===== src/rtl/xip_line_buffer.sv =====
// Single-line read buffer between the CPU AXI4-Lite port and the xip_engine slave port.
// A read miss fills one aligned line word by word; writes pass through and drop the line.
module xip_line_buffer #(
    parameter int ADDR_WIDTH = 32,
    parameter int LINE_WORDS = 4
) (
    input  logic                  clk,
    input  logic                  resetn,
    input  logic [ADDR_WIDTH-1:0] s_araddr_i,
    input  logic                  s_arvalid_i,
    output logic                  s_arready_o,
    output logic [31:0]           s_rdata_o,
    output logic [1:0]            s_rresp_o,
    output logic                  s_rvalid_o,
    input  logic                  s_rready_i,
    input  logic [ADDR_WIDTH-1:0] s_awaddr_i,
    input  logic                  s_awvalid_i,
    output logic                  s_awready_o,
    input  logic [31:0]           s_wdata_i,
    input  logic [3:0]            s_wstrb_i,
    input  logic                  s_wvalid_i,
    output logic                  s_wready_o,
    output logic [1:0]            s_bresp_o,
    output logic                  s_bvalid_o,
    input  logic                  s_bready_i,
    output logic [ADDR_WIDTH-1:0] m_araddr_o,
    output logic                  m_arvalid_o,
    input  logic                  m_arready_i,
    input  logic [31:0]           m_rdata_i,
    input  logic [1:0]            m_rresp_i,
    input  logic                  m_rvalid_i,
    output logic                  m_rready_o,
    output logic [ADDR_WIDTH-1:0] m_awaddr_o,
    output logic [31:0]           m_wdata_o,
    output logic [3:0]            m_wstrb_o,
    output logic                  m_awvalid_o,
    input  logic                  m_awready_i,
    output logic                  m_wvalid_o,
    input  logic                  m_wready_i,
    input  logic [1:0]            m_bresp_i,
    input  logic                  m_bvalid_i,
    output logic                  m_bready_o,
    input  logic                  invalidate_i,
    output logic                  line_valid_o,
    output logic                  hit_o
);
    localparam int LW = $clog2(LINE_WORDS);
    localparam int TW = ADDR_WIDTH - LW - 2;

    typedef enum logic [2:0] {IDLE, FILL_AR, FILL_R, RD_RESP, WR_REQ, WR_B, WR_RESP} state_t;

    state_t                       r_state, w_next;
    logic                         r_rdy;
    logic [TW-1:0]                r_tag;
    logic [LW-1:0]                r_word, r_k;
    logic [LINE_WORDS-1:0][31:0]  r_line;
    logic                         r_valid, r_err, r_inv_seen;
    logic                         r_rvalid, r_hit;
    logic [31:0]                  r_rdata;
    logic [1:0]                   r_rresp;
    logic [ADDR_WIDTH-1:0]        r_awaddr;
    logic [31:0]                  r_wdata;
    logic [3:0]                   r_wstrb;
    logic                         r_awv, r_wv;
    logic                         r_bvalid;
    logic [1:0]                   r_bresp;

    logic [TW-1:0] w_ar_tag;
    logic [LW-1:0] w_ar_word;
    logic          w_ar_acc, w_wr_acc, w_hit;
    logic          w_beat_err, w_last, w_err_nxt;
    logic [31:0]   w_fill_data;
    logic          w_unused;

    assign w_ar_tag   = s_araddr_i[ADDR_WIDTH-1:LW+2];
    assign w_ar_word  = s_araddr_i[LW+1:2];
    assign w_ar_acc   = r_rdy && (r_state == IDLE) && s_arvalid_i;
    assign w_wr_acc   = r_rdy && (r_state == IDLE) && !s_arvalid_i && s_awvalid_i && s_wvalid_i;
    assign w_hit      = w_ar_acc && r_valid && (w_ar_tag == r_tag);
    assign w_beat_err = (m_rresp_i != 2'b00);
    assign w_last     = (r_k == {LW{1'b1}});
    assign w_err_nxt  = r_err | w_beat_err;
    // The requested word may be the one arriving on this very beat.
    assign w_fill_data = (r_word == r_k) ? m_rdata_i : r_line[r_word];
    assign w_unused    = ^s_araddr_i[1:0];

    assign s_arready_o  = r_rdy;
    assign s_awready_o  = r_rdy;
    assign s_wready_o   = r_rdy;
    assign s_rvalid_o   = r_rvalid;
    assign s_rdata_o    = r_rdata;
    assign s_rresp_o    = r_rresp;
    assign s_bvalid_o   = r_bvalid;
    assign s_bresp_o    = r_bresp;
    assign m_araddr_o   = {r_tag, r_k, 2'b00};
    assign m_arvalid_o  = (r_state == FILL_AR);
    assign m_rready_o   = (r_state == FILL_R);
    assign m_awaddr_o   = r_awaddr;
    assign m_wdata_o    = r_wdata;
    assign m_wstrb_o    = r_wstrb;
    assign m_awvalid_o  = r_awv;
    assign m_wvalid_o   = r_wv;
    assign m_bready_o   = (r_state == WR_B);
    assign line_valid_o = r_valid;
    assign hit_o        = r_hit;

    always_comb begin
        w_next = r_state;
        case (r_state)
            IDLE: begin
                if (w_ar_acc)      w_next = w_hit ? RD_RESP : FILL_AR;
                else if (w_wr_acc) w_next = WR_REQ;
            end
            FILL_AR: if (m_arready_i) w_next = FILL_R;
            FILL_R:  if (m_rvalid_i)  w_next = (w_last || w_beat_err) ? RD_RESP : FILL_AR;
            RD_RESP: if (s_rready_i)  w_next = IDLE;
            WR_REQ:  if ((!r_awv || m_awready_i) && (!r_wv || m_wready_i)) w_next = WR_B;
            WR_B:    if (m_bvalid_i)  w_next = WR_RESP;
            WR_RESP: if (s_bready_i)  w_next = IDLE;
            default: w_next = IDLE;
        endcase
    end

    always_ff @(posedge clk) begin
        if (!resetn) begin
            r_state <= IDLE;
            r_rdy   <= 1'b0;
        end else begin
            r_state <= w_next;
            r_rdy   <= (w_next == IDLE);
        end
    end

    always_ff @(posedge clk) begin
        if (!resetn) begin
            r_tag      <= '0;
            r_word     <= '0;
            r_k        <= '0;
            r_line     <= '0;
            r_valid    <= 1'b0;
            r_err      <= 1'b0;
            r_inv_seen <= 1'b0;
            r_rvalid   <= 1'b0;
            r_hit      <= 1'b0;
            r_rdata    <= '0;
            r_rresp    <= 2'b00;
            r_awaddr   <= '0;
            r_wdata    <= '0;
            r_wstrb    <= '0;
            r_awv      <= 1'b0;
            r_wv       <= 1'b0;
            r_bvalid   <= 1'b0;
            r_bresp    <= 2'b00;
        end else begin
            r_hit <= 1'b0;
            case (r_state)
                IDLE: begin
                    if (w_ar_acc) begin
                        if (w_hit) begin
                            r_rvalid <= 1'b1;
                            r_rdata  <= r_line[w_ar_word];
                            r_rresp  <= 2'b00;
                            r_hit    <= 1'b1;
                        end else begin
                            r_tag      <= w_ar_tag;
                            r_word     <= w_ar_word;
                            r_k        <= '0;
                            r_err      <= 1'b0;
                            r_inv_seen <= 1'b0;
                            r_valid    <= 1'b0;
                        end
                    end else if (w_wr_acc) begin
                        r_awaddr <= s_awaddr_i;
                        r_wdata  <= s_wdata_i;
                        r_wstrb  <= s_wstrb_i;
                        r_awv    <= 1'b1;
                        r_wv     <= 1'b1;
                        r_valid  <= 1'b0;
                    end
                end
                FILL_AR: if (invalidate_i) r_inv_seen <= 1'b1;
                FILL_R: begin
                    if (invalidate_i) r_inv_seen <= 1'b1;
                    if (m_rvalid_i) begin
                        r_line[r_k] <= m_rdata_i;
                        r_err       <= w_err_nxt;
                        if (w_last || w_beat_err) begin
                            r_rvalid <= 1'b1;
                            r_rdata  <= w_err_nxt ? 32'h0 : w_fill_data;
                            r_rresp  <= w_err_nxt ? 2'b10 : 2'b00;
                            // A line touched by an invalidate mid-fill is served once, never cached.
                            r_valid  <= !w_err_nxt && !r_inv_seen && !invalidate_i;
                        end else begin
                            r_k <= r_k + 1'b1;
                        end
                    end
                end
                RD_RESP: if (s_rready_i) r_rvalid <= 1'b0;
                WR_REQ: begin
                    if (m_awready_i) r_awv <= 1'b0;
                    if (m_wready_i)  r_wv  <= 1'b0;
                end
                WR_B: begin
                    if (m_bvalid_i) begin
                        r_bresp  <= m_bresp_i;
                        r_bvalid <= 1'b1;
                    end
                end
                WR_RESP: if (s_bready_i) r_bvalid <= 1'b0;
                default: ;
            endcase
            if (invalidate_i) r_valid <= 1'b0;
        end
    end
endmodule


===== config.mk =====
export PLATFORM = sky130hd
export DESIGN_NAME = xip_line_buffer
export DESIGN_NICKNAME = d
export VERILOG_FILES = /design/src/rtl/xip_line_buffer.sv
export SDC_FILE = /design/constraint.sdc
export NUM_CORES = 1
export LEC_CHECK = 0
export CAP_MARGIN = 10
export CORE_ASPECT_RATIO = 0.6
export CORE_UTILIZATION = 45
export DETAILED_ROUTE_END_ITERATION = 12
export GPL_ROUTABILITY_DRIVEN = 0
export GPL_TIMING_DRIVEN = 0
export PLACE_DENSITY = 0.81
export SKIP_LAST_GASP = 1
export SLEW_MARGIN = 10
export SYNTH_ARGS = -nofsm -noshare
export SYNTH_HDL_FRONTEND = slang
export SYNTH_SLANG_ARGS = --single-unit

===== constraint.sdc =====
create_clock -name clk -period 2.45 [get_ports clk]
set_input_delay 0.49 -clock clk [delete_from_list [all_inputs] [get_ports clk]]
set_output_delay 0.49 -clock clk [all_outputs]
set_load 0.02 [all_outputs]

* Word-level counts from Yosys, hierarchy flattened
Cells that the tools add are included.
** Word-level totals
- Input port bits :: 149
- Output and inout bits :: 148
- Logic and storage cells :: 164
- Register bits after elaboration :: 276
** Cells by class
- Bitwise operators :: 4
- Multiplexer cells :: 63
- Add/subtract/negate cells :: 1
- Order comparisons :: 4
- Reduce and logical (&&, ||, !) cells :: 44
- Equality and inequality tests :: 25
** Operator list (number)
- two-way mux 32 bit :: 9
- binary-select mux 32 bit (select 2 bit) :: 2
- bitwise mux 128 bit :: 1
- demux 32 bit (select 2 bit) :: 1
- one-hot mux 32 bit (2 select lines) :: 1
- == test 28 bit :: 1
- two-way mux 3 bit :: 8
- != test 2 bit, second input constant :: 12
- two-way mux 2 bit :: 11
- one-hot mux 3 bit (7 select lines) :: 1
- two-way mux 1 bit :: 20
- AND reduction 4 bit :: 4
- AND reduction 5 bit :: 3
- one-hot mux 1 bit (2 select lines) :: 6
- AND reduction 3 bit :: 4
- logical AND 1 bit :: 11
- nonzero test 2 bit :: 5
- == test 3 bit, second input constant :: 3
- < comparator 2 x 3 -> 1 bit, second input constant :: 3
- one-hot mux 2 bit (2 select lines) :: 2
- == test 3 x 2 -> 1 bit, second input constant :: 2
- zero test 1 bit :: 6
- zero test 3 bit :: 2
- != test 3 bit, second input constant :: 2
- 14 further kinds :: 21

* Logic depth before layout (Yosys ltp)
Gate-level depths: netlist of run 1.
- Depth in word-level cells :: 9
- Mapped depth :: 9
- Mapped depth without buffers :: 6

* Worst setup path after synthesis of run 1
No wires, ideal clock.
- Path type :: input -> register
- From :: in s_araddr_i[2]
- To :: reg r_rdata[10] (netlist: s_rdata_o[10])
- Stages on the path :: 6
- Buffers on the path :: 2
- Setup time :: 0.116 ns
- Slack :: 0.388 ns
- Required time :: 2.334 ns
- Arrival time :: 1.946 ns
- Cells stage by stage :: clkbuf_1 -> buf_2 -> mux4_2 -> a21oi_1 -> o211ai_1 -> o211a_1
** Between the ends
- Longest elaborated chain between the ends :: 5
** Ends and longest elaborated chain
- start: declaration :: RTL line 9 : input logic [ADDR_WIDTH-1:0] s_araddr_i,
- binary-select mux 32 bit (select 2 bit) :: RTL line 161 : r_rdata <= r_line[w_ar_word];
- two-way mux 32 bit (implied by the code) :: RTL line 161
- two-way mux 32 bit :: RTL line 159 : if (w_hit) begin
- two-way mux 32 bit :: RTL line 158 : if (w_ar_acc) begin
- one-hot mux 32 bit (2 select lines) :: RTL line 156 : case (r_state)
- end signal: assignment :: RTL line 161
- end signal: assignment :: RTL line 189 : r_rdata <= w_err_nxt ? 32'h0 : w_fill_data;
- end: declaration :: RTL line 59 : logic [31:0] r_rdata;
Every way passes these cells. The select of a mux whose other input is x is not followed.
A chain may end at the register's enable or synchronous reset.

* Worst setup path after layout of run 1
- From :: reg r_state[0]
- To :: out m_rready_o
** Between the ends
- Longest elaborated chain between the ends :: 1
** Ends and longest elaborated chain
- start: declaration :: RTL line 52 : state_t r_state, w_next;
- start signal: assignment :: RTL line 129 : r_state <= w_next;
- == test 3 x 2 -> 1 bit :: RTL line 97 : assign m_rready_o = (r_state == FILL_R);
- end: declaration :: RTL line 32 : output logic m_rready_o,
Every way passes these cells.

==> flow_metrics.tcl, run 1 <==
set metrics [dict create \
    run_status "completed" \
    regArea_um2 5505 \
    hold_buffer_count_at_cts 0 \
    num_rows 46 \
    criticalPathCategory "register to primary output" \
    synth_area_per_cell_um2 8.811 \
    finalHoldViolations 0 \
    antenna_found_initial 3 \
    final_core_util_pct 62.49 \
    initial_core_util_pct 46.68 \
    cts_root_buf "sky130_fd_sc_hd__clkbuf_16" \
    ctsLongestPathBuffers 3 \
    r2r_end "s_rdata_o[23]" \
    setup.reg_to_reg.worst_slack_ps 100 \
    boundaryPins 297 \
    critPathBufInv 2 \
    final_max_slew_viol_count 0 \
    dp_hpwl_mm 30.60 \
    grt_max_degree 14 \
    worst_r2r_path_depth 8 \
    unrepaired_setup_endpoints_after_global_routing "true" \
    cpMaxStageDelayCell "sky130_fd_sc_hd__dfxtp_1" \
    cts_post_setup_buffers_inserted 0 \
    cp_cell_sequence "nor2_2 -> nand2_2 -> inv_2 -> dlygate4sd2_1" \
    critical_path_required_ps 1960 \
    num-nets-final 1899 \
    final-setup-viol-count 0 \
    drv.max_cap_violation_count 0 \
    cts_buf_count 27 \
    critPathMaxStageDelay_ps 370 \
    synth_top_cell_area_share_pct 43.79 \
    post-route-cell-area_um2 16830 \
    dpl-instance-area_um2 15920 \
    die_area_um2 28630 \
    fin_worst_skew_ps 7.575 \
    layout_worst_path_cycle_share_pct 96.77 \
    core_um2 26940 \
    total_global_route_track_usage_pct 28.68 \
    area.growth.synth_to_final_pct 33.86 \
    crit_path_start_kind "register" \
    multiInputGateArea_um2 6504 \
    drive_gt1_share_pct 11.40 \
    max-vdd-ir-drop_mv 0.4848 \
    first_global_vias 11775 \
    ys.flop_type "sky130_fd_sc_hd__dfxtp_1" \
    worst-path-max-fanout 9 \
    power-per-cell-area_nw_per_um2 837.9 \
    routed_via_density 5.693 \
    drt_pre_antenna_iters 6 \
    fin_cells 2126 \
    worst-endpoint-arrival_ps 1880 \
    die_w_um 217.8 \
    cts_tree "done" \
    grt_pass1_wl_mm 64.35 \
    synth_area_leaders "sky130_fd_sc_hd__dfxtp_1 44%, sky130_fd_sc_hd__nand2_1 13%, sky130_fd_sc_hd__mux4_2 11%" \
    cp_top_family "buffers and inverters" \
    drt_drc_violations_left 0 \
    ys_types 49 \
    slew_headroom_pct 48.77 \
    synth_area_um2 12570 \
    fmax_ghz 0.4218 \
    die_height_um 131.5 \
    grt_overflow 0 \
    hold_class "register to register" \
    worstSetupEndpointType "primary output" \
    detail_route.wl_per_cell_um 19.85 \
    fill_cells 2229 \
    netlist_instances 1427 \
    timing.hold.worst_path_depth 2 \
    number_of_flops_mapped_to_enable_cells_by_yosys 0 \
    final_period_minus_worst_setup_slack_ps 2371 \
    placement.io_buffers 289 \
    worstSkewPairLatency_ps 550 \
    routed-via-count 12103 \
    ys.warnings.count 0 \
    power.leakage_nw 5.954 \
    synth_async_sr_flop_share_pct 0 \
    postRouteAntennaNets 0 \
    sequential_area_share_after_synthesis_pct 43.79 \
    place_inst 2078 \
    clkSinkCount 275 \
    synth_largest_area_cell "sky130_fd_sc_hd__dfxtp_1" \
    r2r_start "r_state[0]" \
    holdPathEnd "m_awaddr_o[23]" \
    clock_pin_slew_on_the_worst_setup_and_hold_paths_ps 60 \
    tightest_slew_ps 768.5 \
    timing.hold.worst.start "m_awaddr_o[23]" \
    power_mw 14.10 \
    cts-htree-levels 1 \
    drt_first_iter_violations 1236 \
    wl_mm 42.21 \
    synth-seq-cells 275 \
    hold_slack_ps 454.7 \
]
## area by class of cell
cell class	count	share of cell area (%)
Tap cell	360	2.676
Antenna cell	3	0.04460
Inverter	10	0.2304
Timing Repair Buffer	289	17.19
Clock inverter	4	0.2676
Clock buffer	42	4.884
Buffer	122	3.360
Sequential cell	275	32.71
Multi-Input combinational cell	1021	38.64
## cell usage after synthesis, drive strengths merged, types with 11 or more instances
master  count
xnor2      27
mux4       64
nor2       46
clkbuf     79
o211ai     33
nand2     443
dfxtp     275
mux2       32
mux2i      34
a21oi     237
buf        44
o211a      32
o21ai      11
## registers in the layout (all words and copies together), names as in the netlist, 2 cells and up
| register | cells |
|---|---|
| m_wdata_o | 32 |
| m_awaddr_o | 32 |
| r_tag | 28 |
| r_state | 3 |
| m_wstrb_o | 4 |
| s_bresp_o | 2 |
| r_line | 128 |
| r_word | 2 |
| r_k | 2 |
| s_rdata_o | 32 |
## tightest hold or removal path: cells and delay by family (launching register included)
kind / cells / cell delay (ps)
flip-flops: 1 / 310
AO/OA/AOI/OAI: 1 / 50
AND/OR/NAND/NOR: 1 / 50
## how the worst max path moves through the flow
| stage | depth (start not counted) | end | start |
|---|---|---|---|
| after detailed placement | 7 | s_rdata_o[17] | m_rresp_i[1] |
| after global routing | 9 | s_rdata_o[23] | s_araddr_i[11] |
| after global placement | 7 | s_rdata_o[17] | m_rresp_i[1] |
| after CTS | 5 | m_arvalid_o | r_state[2] |
| after floorplan | 6 | s_rdata_o[10] | s_araddr_i[2] |
| final | 4 | m_rready_o | r_state[0] |
## cells by family after synthesis
family	after synthesis	share of synthesized area [%]
AO/OA/AOI/OAI	327	15.30
XOR/XNOR	31	2.159
adder cells (fa/ha/maj)	4	0.3981
buffers and inverters	133	4.717
flip-flops	275	43.79
multiplexers	130	17.04
other	1	0.02983
AND/OR/NAND/NOR	526	16.58
## report_power, final
group	switching [mW]	internal, mW
combinational	2.56	2.12
clock	1.75	2.39
sequential	0.328	4.95
total	4.64	9.46
## metal layers
layer  up-vias  global-route usage, %  wire [um]
met1      5733                  38.62      17640
met3       115                  6.181       4327
li1       5556                      -          -
met2       699                  45.97      19170
met5         -                      0          0
met4         0                  8.741       1067
## metrics by stage
| step | TNS [ps] | worst slack (ps) |
|---|---|---|
| after global routing | -13.09 | -12.56 |
| after global placement | -24190 | -468.8 |
| after floorplan | 0 | 387.6 |
| after CTS | -233.7 | -233.7 |
| after detailed placement | -26720 | -517.6 |
| final | 0 | 79.25 |
## cell usage in the layout, fill, tap and decap left out, types with 32 or more instances in the layout
| master | n |
|---|---|
| sky130_fd_sc_hd__nand2_1 | 442 |
| sky130_fd_sc_hd__clkdlybuf4s50_1 | 286 |
| sky130_fd_sc_hd__dfxtp_1 | 275 |
| sky130_fd_sc_hd__a21oi_1 | 237 |
| sky130_fd_sc_hd__clkbuf_1 | 75 |
| sky130_fd_sc_hd__mux4_2 | 64 |
| sky130_fd_sc_hd__nor2_1 | 44 |
| sky130_fd_sc_hd__mux2i_1 | 34 |
| sky130_fd_sc_hd__o211ai_1 | 33 |
| sky130_fd_sc_hd__buf_2 | 32 |
| sky130_fd_sc_hd__mux2_2 | 32 |
| sky130_fd_sc_hd__o211a_1 | 32 |
## what timing repair did
action,4_1_cts,5_1_grt
resized for setup,4,23
endpoints found under the hold margin,0,0
setup endpoints to repair,5,72
(Power assumes the default switching activity.)
==> inputs of run 2 (changes only) <==
--- a/config.mk
+++ b/config.mk
@@ -8,6 +8,7 @@
 export CAP_MARGIN = 10
 export CORE_ASPECT_RATIO = 0.6
 export CORE_UTILIZATION = 45
+export CTS_CLUSTER_SIZE = 8
 export DETAILED_ROUTE_END_ITERATION = 12
 export GPL_ROUTABILITY_DRIVEN = 0
 export GPL_TIMING_DRIVEN = 0
==> flow_metrics.tcl, run 2 (synthesized netlist as in run 1, its figures left out) <==
set metrics [dict create \
    run_status "completed" \
    grt_overflow 0 \
    grt_pass1_wl_mm 65.18 \
    final_cell_mix "442 x sky130_fd_sc_hd__nand2_1, 286 x sky130_fd_sc_hd__clkdlybuf4s50_1, 275 x sky130_fd_sc_hd__dfxtp_1" \
    multiInputGateArea_um2 6513 \
    dpl-instance-area_um2 15920 \
    initial_core_util_pct 46.68 \
    holdPathEnd "m_awaddr_o[23]" \
    power_mw 14.79 \
    num_rows 46 \
    routed-wl-met3_mm 4.254 \
    fin_ws_ps 60.15 \
    wl_mm 42.96 \
    slew_headroom_pct 47.85 \
    tightest_slew_ps 782.2 \
    highest-signal-layer "met4" \
    routed_via_density 5.730 \
    timing.hold.worst_path_depth 2 \
    cts_buf_count 40 \
    unrepaired_setup_endpoints_after_global_routing "false" \
    cts_post_setup_buffers_inserted 0 \
    placement.io_buffers 289 \
    setup.reg_to_reg.worst_slack_ps 100 \
    total_global_route_track_usage_pct 29.28 \
    critPathMaxStageDelay_ps 510 \
    worst-path-max-fanout 10 \
    cts-htree-levels 2 \
    final-setup-viol-count 0 \
    clkSinkCount 275 \
    met1Wirelength_mm 18.00 \
    worstSetupEndpointType "register" \
    r2r_start "r_state[0]" \
    final_core_util_pct 63.14 \
    timing.hold.worst.start "m_awaddr_o[23]" \
    drt_first_iter_violations 1235 \
    fin_worst_skew_ps 21.81 \
    dp_hpwl_mm 30.60 \
    fin_cells 2122 \
    hold_class "register to register" \
    cpMaxStageDelayCell "sky130_fd_sc_hd__clkdlybuf4s50_1" \
    drv.max_cap_violation_count 0 \
    area.growth.synth_to_final_pct 35.26 \
    num-nets-final 1912 \
    hold_slack_ps 452.6 \
    r2r_end "s_rdata_o[23]" \
    final_max_slew_viol_count 0 \
    drt_pre_antenna_iters 9 \
    die_w_um 217.8 \
    die_area_um2 28630 \
    max-vdd-ir-drop_mv 0.5946 \
    finalHoldViolations 0 \
    largest_register_ff_count 128 \
    core_um2 26940 \
    worst_r2r_path_depth 8 \
    cts_tree "done" \
    fmax_ghz 0.4184 \
    cts_root_buf "sky130_fd_sc_hd__clkbuf_16" \
    worst-endpoint-arrival_ps 2860 \
    antenna_found_initial 3 \
    boundaryPins 297 \
    place_inst 2078 \
    detailroute.wirelength.met2_mm 19.51 \
    die_height_um 131.5 \
    detail_route.wl_per_cell_um 20.24 \
    criticalPathCategory "input port to register" \
    regArea_um2 5505 \
    crit_path_start_kind "input port" \
    cp_top_family "buffers and inverters" \
    routed-via-count 12158 \
    drt_drc_violations_left 0 \
    critPathBufInv 2 \
    power-per-cell-area_nw_per_um2 869.5 \
    grt_max_degree 11 \
    layout_worst_path_cycle_share_pct 97.54 \
    drive_gt1_share_pct 11.54 \
    post-route-cell-area_um2 17010 \
    cp_cell_sequence "clkdlybuf4s50_1 -> or3_1 -> nor2_2 -> buf_1 -> nand2_1 -> o211ai_1 -> o211a_1" \
    largest-register "r_line" \
    ctsLongestPathBuffers 3 \
    critical_path_required_ps 2920 \
    final_common_cell "sky130_fd_sc_hd__nand2_1" \
    pre_cts_slack_ps -517.6 \
    fill_cells 2218 \
    first_global_vias 11981 \
    power.leakage_nw 6.031 \
    clock_pin_slew_on_the_worst_setup_and_hold_paths_ps 50 \
    postRouteAntennaNets 0 \
    worstSkewPairLatency_ps 530 \
    setup_total_negative_slack_ps 0 \
    final_period_minus_worst_setup_slack_ps 2390 \
]
[run 2: cell types whose count changed in the layout (fill, tap and decap cells not counted), sizes merged]
cell / delta
clkinvlp: +1
buf: +1
clkbuf: -2
clkinv: -3
bufinv: -1
[run 2: worst max-delay path by stage]
stage                  startpoint            end  slack [ps]  depth (start not counted)
floorplan           s_araddr_i[2]  s_rdata_o[10]         390                          6
global placement     m_rresp_i[1]  s_rdata_o[17]        -470                          7
detailed placement   m_rresp_i[1]  s_rdata_o[17]        -520                          7
CTS                    r_state[2]    m_arvalid_o        -200                          5
global route         m_rresp_i[1]  s_rdata_o[23]           6                          7
finish               m_rresp_i[1]  s_rdata_o[23]          60                          7
[run 2: routing by layer]
metal	global-route usage, %	up-vias
li1	-	5583
met1	38.72	5797
met2	46.50	660
met3	7.292	118
met4	10.02	0
met5	0	-
[run 2: power breakdown]
group | internal, mW | switching [mW] | leakage [nW] | total, mW
Clock | 2.92 | 1.89 | 0.505 | 4.80
Sequential | 4.96 | 0.326 | 2.22 | 5.29
Combinational | 2.12 | 2.57 | 3.30 | 4.69
[run 2: timing repair]
item	CTS	global route
endpoints found under the setup margin	4	75
gates resized for setup	4	25
hold buffers	0	0
[run 2: area by class of cell]
class | instances | share of cell area (%)
multi-input cells | 1021 | 38.29
flip-flops and latches | 275 | 32.37
repair buffers | 289 | 17.01
clock buffers | 41 | 6.033
plain buffers | 122 | 3.325
well taps | 360 | 2.649
inverters | 10 | 0.2281
clock inverters | 1 | 0.04414
diodes | 3 | 0.04414
[run 2: worst min-delay path, delay by kind of cell (launching register included)]
family	cells	cell delay (ps)
compound gates	1	50
simple gates	1	50
flops	1	300
